$ cat src/rtl/alu_req_scheduler.sv
// rtl/alu_req_scheduler.sv - two-port round-robin scheduler for one shared 64-bit ALU
//
// Purpose: arbitrates between requester 0 (decode/exec) and requester 1 (debug/load),
//   latches the granted request, issues it to the combinational ALU for one cycle,
//   registers the result and returns it on a valid/ready response channel.
// Ports:
//   clk, rst_n                       clock, asynchronous active-low reset
//   reqN_valid/ready (N=0,1)          request handshake (ready only in IDLE, only for grantee)
//   reqN_cmd/opm/a/b/tag              request payload
//   alu_cmd/opm/a/b                   operands to the shared ALU, held between issues
//   alu_out                           combinational ALU result
//   rsp_valid/ready                   response handshake
//   rsp_data/tag/src                  registered result, echoed tag, serviced port
//   busy                              high whenever an op is in flight
module alu_req_scheduler #(
  parameter int W    = 64,
  parameter int CMDW = 5,
  parameter int OPMW = 7,
  parameter int TAGW = 4
) (
  input  logic            clk,
  input  logic            rst_n,
  input  logic            req0_valid,
  output logic            req0_ready,
  input  logic [CMDW-1:0] req0_cmd,
  input  logic [OPMW-1:0] req0_opm,
  input  logic [W-1:0]    req0_a,
  input  logic [W-1:0]    req0_b,
  input  logic [TAGW-1:0] req0_tag,
  input  logic            req1_valid,
  output logic            req1_ready,
  input  logic [CMDW-1:0] req1_cmd,
  input  logic [OPMW-1:0] req1_opm,
  input  logic [W-1:0]    req1_a,
  input  logic [W-1:0]    req1_b,
  input  logic [TAGW-1:0] req1_tag,
  output logic [CMDW-1:0] alu_cmd,
  output logic [OPMW-1:0] alu_opm,
  output logic [W-1:0]    alu_a,
  output logic [W-1:0]    alu_b,
  input  logic [W-1:0]    alu_out,
  output logic            rsp_valid,
  input  logic            rsp_ready,
  output logic [W-1:0]    rsp_data,
  output logic [TAGW-1:0] rsp_tag,
  output logic            rsp_src,
  output logic            busy
);

  typedef enum logic [1:0] {IDLE, ISSUE, RESP} state_t;

  state_t          state_q, state_d;
  logic            prio_q, prio_d;       // port that wins when both are valid
  logic [CMDW-1:0] alu_cmd_q, alu_cmd_d;
  logic [OPMW-1:0] alu_opm_q, alu_opm_d;
  logic [W-1:0]    alu_a_q, alu_a_d;
  logic [W-1:0]    alu_b_q, alu_b_d;
  logic [TAGW-1:0] tag_lat_q, tag_lat_d;
  logic            src_lat_q, src_lat_d;
  logic [W-1:0]    rsp_data_q, rsp_data_d;
  logic [TAGW-1:0] rsp_tag_q, rsp_tag_d;
  logic            rsp_src_q, rsp_src_d;
  logic            grant_src;
  logic            grant_vld;

  always_comb begin
    state_d    = state_q;
    prio_d     = prio_q;
    alu_cmd_d  = alu_cmd_q;
    alu_opm_d  = alu_opm_q;
    alu_a_d    = alu_a_q;
    alu_b_d    = alu_b_q;
    tag_lat_d  = tag_lat_q;
    src_lat_d  = src_lat_q;
    rsp_data_d = rsp_data_q;
    rsp_tag_d  = rsp_tag_q;
    rsp_src_d  = rsp_src_q;
    req0_ready = 1'b0;
    req1_ready = 1'b0;
    rsp_valid  = 1'b0;
    grant_src  = (req0_valid && req1_valid) ? prio_q : req1_valid;
    grant_vld  = req0_valid || req1_valid;

    unique case (state_q)
      IDLE: begin
        // Ready is gated by rst_n so both readies read 0 while reset is held.
        if (grant_vld && rst_n) begin
          req0_ready = !grant_src;
          req1_ready = grant_src;
          // ALU inputs are loaded here and nowhere else: the ALU keeps flag
          // state, so re-driving or parking its inputs would corrupt N/Z.
          alu_cmd_d  = grant_src ? req1_cmd : req0_cmd;
          alu_opm_d  = grant_src ? req1_opm : req0_opm;
          alu_a_d    = grant_src ? req1_a   : req0_a;
          alu_b_d    = grant_src ? req1_b   : req0_b;
          tag_lat_d  = grant_src ? req1_tag : req0_tag;
          src_lat_d  = grant_src;
          prio_d     = !grant_src;
          state_d    = ISSUE;
        end
      end
      ISSUE: begin
        rsp_data_d = alu_out;
        rsp_tag_d  = tag_lat_q;
        rsp_src_d  = src_lat_q;
        state_d    = RESP;
      end
      RESP: begin
        rsp_valid = 1'b1;
        if (rsp_ready) begin
          state_d = IDLE;
        end
      end
      default: state_d = IDLE;
    endcase
  end

  always_ff @(posedge clk or negedge rst_n) begin
    if (!rst_n) begin
      state_q    <= IDLE;
      prio_q     <= 1'b0;
      alu_cmd_q  <= '0;
      alu_opm_q  <= '0;
      alu_a_q    <= '0;
      alu_b_q    <= '0;
      tag_lat_q  <= '0;
      src_lat_q  <= 1'b0;
      rsp_data_q <= '0;
      rsp_tag_q  <= '0;
      rsp_src_q  <= 1'b0;
    end else begin
      state_q    <= state_d;
      prio_q     <= prio_d;
      alu_cmd_q  <= alu_cmd_d;
      alu_opm_q  <= alu_opm_d;
      alu_a_q    <= alu_a_d;
      alu_b_q    <= alu_b_d;
      tag_lat_q  <= tag_lat_d;
      src_lat_q  <= src_lat_d;
      rsp_data_q <= rsp_data_d;
      rsp_tag_q  <= rsp_tag_d;
      rsp_src_q  <= rsp_src_d;
    end
  end

  assign alu_cmd  = alu_cmd_q;
  assign alu_opm  = alu_opm_q;
  assign alu_a    = alu_a_q;
  assign alu_b    = alu_b_q;
  assign rsp_data = rsp_data_q;
  assign rsp_tag  = rsp_tag_q;
  assign rsp_src  = rsp_src_q;
  assign busy     = (state_q != IDLE);

endmodule

$ cat config.mk
export PLATFORM = sky130hd
export DESIGN_NAME = alu_req_scheduler
export DESIGN_NICKNAME = d
export VERILOG_FILES = /design/src/rtl/alu_req_scheduler.sv
export SDC_FILE = /design/constraint.sdc
export NUM_CORES = 1
export LEC_CHECK = 0
export ABC_CLOCK_PERIOD_IN_PS = 1900
export CAP_MARGIN = 20
export CORE_AREA = 5 5 221 223
export CTS_BUF_LIST = sky130_fd_sc_hd__clkbuf_16
export CTS_CLUSTER_DIAMETER = 200
export DETAILED_ROUTE_END_ITERATION = 7
export DIE_AREA = 0 0 226 228
export PLACE_DENSITY = 0.61
export REMOVE_ABC_BUFFERS = 1
export SLEW_MARGIN = 40
export SYNTH_ARGS = -nofsm -noshare
export SYNTH_HDL_FRONTEND = slang
export SYNTH_SLANG_ARGS = --single-unit
$ cat constraint.sdc
create_clock -name clk -period 1.9 [get_ports clk]
set_input_delay 0.19 -clock clk [delete_from_list [all_inputs] [get_ports clk]]
set_output_delay 0.19 -clock clk [all_outputs]
set_load 0.01 [all_outputs]
==> results.tsv, run 1 <==
metric	value	unit
syn_inst	824	
layout_min_cycle_time	1.87	ns
crit_chain	or3b_4 > nor3b_4 > buf_6	
htreeDepth	1	
num_rows	79	
end_kind	output pin	
p_total	23.5	mW
grt_max_degree	96	
cts.sink_count	217	
fp.dieArea	51500	µm²
crit_type	reg -> out	
final_cells	2015	
yosys_warnings	0	
grt_overflow	0	
syn_area	9660	µm²
setup-violations-final	0	
start_kind	flip-flop	
critical-path-max-stage-delay	0.43	ns
cts.path.max_buffers	3	
cellLeakagePower	6.95	nW
worst_slew_pin_slew	0.714	ns
gp_congestion	0.813	
outcome	complete, no violations	
cts_tree	done	
hp-class	in -> async	
cts_made_buffers	25	
ctsRootBufferMaster	clkbuf_16	
synthToLayoutAreaGrowth	77.6	%
pre_cts_slack	0.0286	ns
ir_worst_vdd	767	µV
final_area	17200	µm²
die_h	228	µm
slew_headroom	0.524	
drive_gt1_frac	0.153	
critPathBufInv	1	
hpwl	31500	µm
drtPass1Iterations	5	
clk_pin_slew	0.06	ns
synth_top_cell_area_share	0.562	
hold_viol	0	
clock_latency	0.53	ns
core_area	46400	µm²
fin_ws	0.0331	ns
grt_pass1_wl	62900	µm
finalCritPeriodShare	0.983	
avgSynthCellArea	11.7	µm²
ant_nets	0	
arrival	1.68	ns
final_common_cell	clkdlybuf4s50_1	
placed_cells	1966	
die_width	226	µm
start_util	0.208	
grt_setup_unrepaired	yes	
tns	0	ns
place_area	16400	µm²
layout_common_cells	563 x clkdlybuf4s50_1, 217 x dfrtp_1, 146 x nand2_1	
routed_wl	42000	µm
vias	9435	
hold_slack	0.127	ns
portBuffers	569	
clock_skew	0.0130	ns
track_usage	0.154	
synth_largest_area_cell	dfrtp_1	
crit_required	1.71	ns
fmax	0.536	GHz
powerDensity	1370	nW/µm²
ios	570	
utilization	0.370	
wl_per_cell	20.8	µm
synth-seq-cells	217	
drtIter0Drc	561	
ys_seq_area_frac	0.562	
cp_top_family	simple AND/OR/NAND/NOR gates	
synth_area_leaders	dfrtp_1 56%, a221o_1 15%, mux2_2 7.9%, nand2_1 5.7%, nor3_2 5.1%	
viasPerCell	4.68	
synth.distinct_cells	22	
antenna_found_initial	5	
nNetsFinal	1747	
cp_slowest_cell	or3b_4	
crit_fanout	3	
grt_pass1_vias	10100	
drc	0	
maxCapViolCount	0	
drv_slew	0	
==> cell usage after synthesis (all sizes together) <==
cell,instances
dfrtp,217
nand2,146
a221o,144
nor3,144
mux2,68
clkbuf,50
buf,38
inv,4
o21ai,3
a21oi,2
nand2b,2
nor3b,2
and3,1
nor2b,1
or2,1
or3b,1
==> cells by family (layout without fill, tap and decap cells) <==
kind of cell | count (synthesis) | after routing | share of synthesized area
muxes | 68 | 68 | 0.0792
and+or+nand+nor | 298 | 298 | 0.163
AOI/OAI and AO/OA | 149 | 149 | 0.152
buffers and inverters | 92 | 674 | 0.0442
DFF | 217 | 217 | 0.562
other | 0 | 2 | 0
==> layout make-up <==
type	instances	area, µm²
clock buffers	25	626
multi-input cells	515	3850
well taps	607	759
clock inverters	18	100
flip-flops and latches	217	5430
repair buffers	627	6370
inverters	4	15.0
fillers	4660	29200
diodes	2	5.00
==> sequential cells by signal, indices dropped and copies added, names as in the netlist <==
| name | cells |
|---|---|
| rsp_tag | 4 |
| alu_b | 64 |
| state_q | 2 |
| alu_opm | 7 |
| rsp_src | 1 |
| tag_lat_q | 4 |
| alu_cmd | 5 |
| prio_q | 1 |
| alu_a | 64 |
| src_lat_q | 1 |
| rsp_data | 64 |
==> worst paths after layout <==
check | from | to | slack, ns | cells past startpoint
setup / recovery | state_q[1]$_DFFE_PN0P_ | req1_ready | 0.03 | 3
max in group asynchronous | rst_n | alu_a[12]$_DFFE_PN0P_ | 0.37 | 4
setup reg to reg | state_q[1]$_DFFE_PN0P_ | alu_b[33]$_DFFE_PN0P_ | 0.08 | 6
min in group clk | req1_valid | alu_a[16]$_DFFE_PN0P_ | 0.24 | 4
hold / removal | rst_n | state_q[0]$_DFFE_PN0P_ | 0.13 | 2
hold reg to reg | rsp_src$_DFFE_PN0N_ | rsp_src$_DFFE_PN0N_ | 0.50 | 2
==> report_power, final <==
| part | total, mW | switching (mW) | internal, mW |
|---|---|---|---|
| Sequential | 8.19 | 1.37 | 6.83 |
| Clock | 4.40 | 1.91 | 2.49 |
| Combinational | 10.9 | 4.34 | 6.52 |
| Total | 23.5 | 7.62 | 15.8 |
==> what timing repair did <==
item,CTS,global route
gates resized for setup,12,5
pin swaps,2,1
hold endpoints to repair,74,0
setup endpoints to repair,4,3
hold buffers,1,0
buffers inserted,0,3
==> routing by layer <==
layer | wire, µm | vias up | track usage
met5 | 0 | - | 0
met4 | 1220 | 0 | 0.0444
met3 | 4180 | 62 | 0.0448
met2 | 20300 | 515 | 0.261
met1 | 16300 | 4639 | 0.190
li1 | - | 4219 | -
==> worst reg2reg max path: stages (launching register included) <==
cell and delay (ns):
dfrtp_1 0.39, or3b_4 0.43, buf_4 0.19, buf_12 0.18, buf_12 0.23, nor3_1 0.21, a221o_1 0.14
Power figures use the tool's default switching activity.
==> run 2, diff against run 1 <==
Settings changed: SKIP_LAST_GASP set to 1.
==> run 2 against run 1 <==
Compared with the run above: first-iteration DRC count shrank 0.71%; sequential share of layout area is essentially flat; worst setup slack lost 0.0072 ns; largest cell class unchanged.
==> results.tsv, run 2 (synthesized netlist as in run 1, its figures left out) <==
metric	value	unit	change
cp_slowest_cell	or3b_4		
hold_viol	0		unchanged
pwr-share-comb	0.463		about the same
finalCritPeriodShare	0.986		+0.00379
drv_slew	0		unchanged
seq_area	5430	µm²	unchanged
fp.dieArea	51500	µm²	unchanged
final_common_cell	clkdlybuf4s50_1		
slew_headroom	0.522		-0.00259
ctsRootBufferMaster	clkbuf_16		
crit_type	reg -> out		
clk_pin_slew	0.06	ns	about the same
start_util	0.208		unchanged
outcome	complete, no violations		
cts_made_buffers	25		unchanged
arrival	1.68	ns	about the same
start_kind	flip-flop		
num_rows	79		unchanged
critPathBufInv	1		unchanged
drc	0		unchanged
nNetsFinal	1747		unchanged
grt_pass1_vias	10100		unchanged
hpwl	31500	µm	unchanged
drtIter0Drc	557		-0.71%
track_usage	0.154		unchanged
drive_gt1_frac	0.154		+0.000711
grt_overflow	0		unchanged
cts.path.max_buffers	3		unchanged
cts_tree	done		
routed_wl	42000	µm	about the same
layout_common_cells	563 x clkdlybuf4s50_1, 217 x dfrtp_1, 146 x nand2_1		
maxCapViolCount	0		unchanged
worst_slew_pin_slew	0.717	ns	+0.00389 ns
cellLeakagePower	6.95	nW	about the same
ios	570		unchanged
viasPerCell	4.67		-0.23%
grt_pass1_wl	62900	µm	unchanged
pwr-share-seq	0.349		about the same
synthToLayoutAreaGrowth	77.5	%	about the same
p_switching	7.62	mW	about the same
die_width	226	µm	unchanged
swShare	0.325		about the same
core_area	46400	µm²	unchanged
hp-class	in -> async		
cts.sink_count	217		unchanged
utilization	0.370		about the same
clock_skew	0.0123	ns	-0.000746 ns
end_kind	output pin		
setup-violations-final	0		unchanged
crit_required	1.71	ns	about the same
grt_setup_unrepaired	yes		
grt_max_degree	96		unchanged
htreeDepth	1		unchanged
critical-path-max-stage-delay	0.43	ns	about the same
vias	9413		-0.23%
crit_chain	or3b_4 > nor3b_4 > buf_6		
p_int	15.8	mW	about the same
ir_worst_vdd	767	µV	about the same
clock_latency	0.53	ns	about the same
gp_congestion	0.813		unchanged
drtPass1Iterations	5		unchanged
p_clk_frac	0.188		about the same
crit_fanout	3		unchanged
multiInputGateArea	3850	µm²	unchanged
antenna_found_initial	5		unchanged
cp_top_family	simple AND/OR/NAND/NOR gates		
fmax	0.534	GHz	-0.38%
wl_per_cell	20.8	µm	about the same
die_h	228	µm	unchanged
pre_cts_slack	0.0286	ns	unchanged
fin_ws	0.0259	ns	-0.00720 ns
layout_min_cycle_time	1.87	ns	+0.00720 ns
powerDensity	1370	nW/µm²	about the same
n_fill_cell	4666		+0.13%
ant_nets	0		unchanged
portBuffers	569		unchanged
[run 2: power by group through the flow]
stage | logic, mW | clock network [mW] | registers, mW
after floorplan | 2.98 | 0 | 8.92
after global placement | 10.9 | 0 | 8.18
after detailed placement | 11.0 | 0 | 8.19
after CTS | 11.0 | 4.57 | 8.21
after global routing | 11.5 | 4.74 | 8.48
final | 10.9 | 4.40 | 8.19
[run 2: layer usage]
layer | wire, µm | track usage | vias up
met2 | 20300 | 0.261 | 489
met5 | 0 | 0 | -
li1 | - | - | 4220
met4 | 1220 | 0.0444 | 0
met1 | 16400 | 0.190 | 4642
met3 | 4060 | 0.0448 | 62
[run 2: per-stage QoR]
step           instance area, µm²  total power [mW]  std cells  hold slack [ns]  setup TNS (ns)
3_3_place_gp                16400              19.1       1966         -0.00529               0
2_1_floorplan                9250              11.9        736           -0.106         -832.00
4_1_cts                     17100              23.8       2010            0.105          -0.245
6_report                    17200              23.5       2015            0.127               0
5_1_grt                     17200              24.8       2014            0.104          -0.123
3_5_place_dp                16400              19.2       1966         -0.00644               0
[run 2: repair_timing]
item	4_1_cts	5_1_grt
hold buffers	1	0
setup endpoints to repair	4	3
endpoints found under the hold margin	74	0
setup buffers	0	3
pin swaps	2	2
gates resized for setup	9	8
[run 2: cell type report]
cell class | instances | area share
Timing Repair Buffer | 627 | 0.371
Sequential cell | 217 | 0.317
Multi-Input combinational cell | 515 | 0.225
Tap cell | 607 | 0.0443
Clock buffer | 25 | 0.0365
Clock inverter | 18 | 0.00584
Inverter | 4 | 0.000875
Antenna cell | 2 | 0.000292
[run 2: final timing paths]
check                                  startpoint                endpoint  slack (ns)  depth (start not counted)
min reg2reg                   rsp_src$_DFFE_PN0N_     rsp_src$_DFFE_PN0N_        0.50                          2
max in group asynchronous                   rst_n  alu_cmd[1]$_DFFE_PN0P_        0.37                          4
min in group clk                       req1_valid   alu_a[16]$_DFFE_PN0P_        0.23                          4
min                                         rst_n  state_q[0]$_DFFE_PN0P_        0.13                          2
max reg2reg                state_q[0]$_DFFE_PN0P_   alu_b[33]$_DFFE_PN0P_        0.07                          6
max                        state_q[0]$_DFFE_PN0P_              req1_ready        0.03                          3
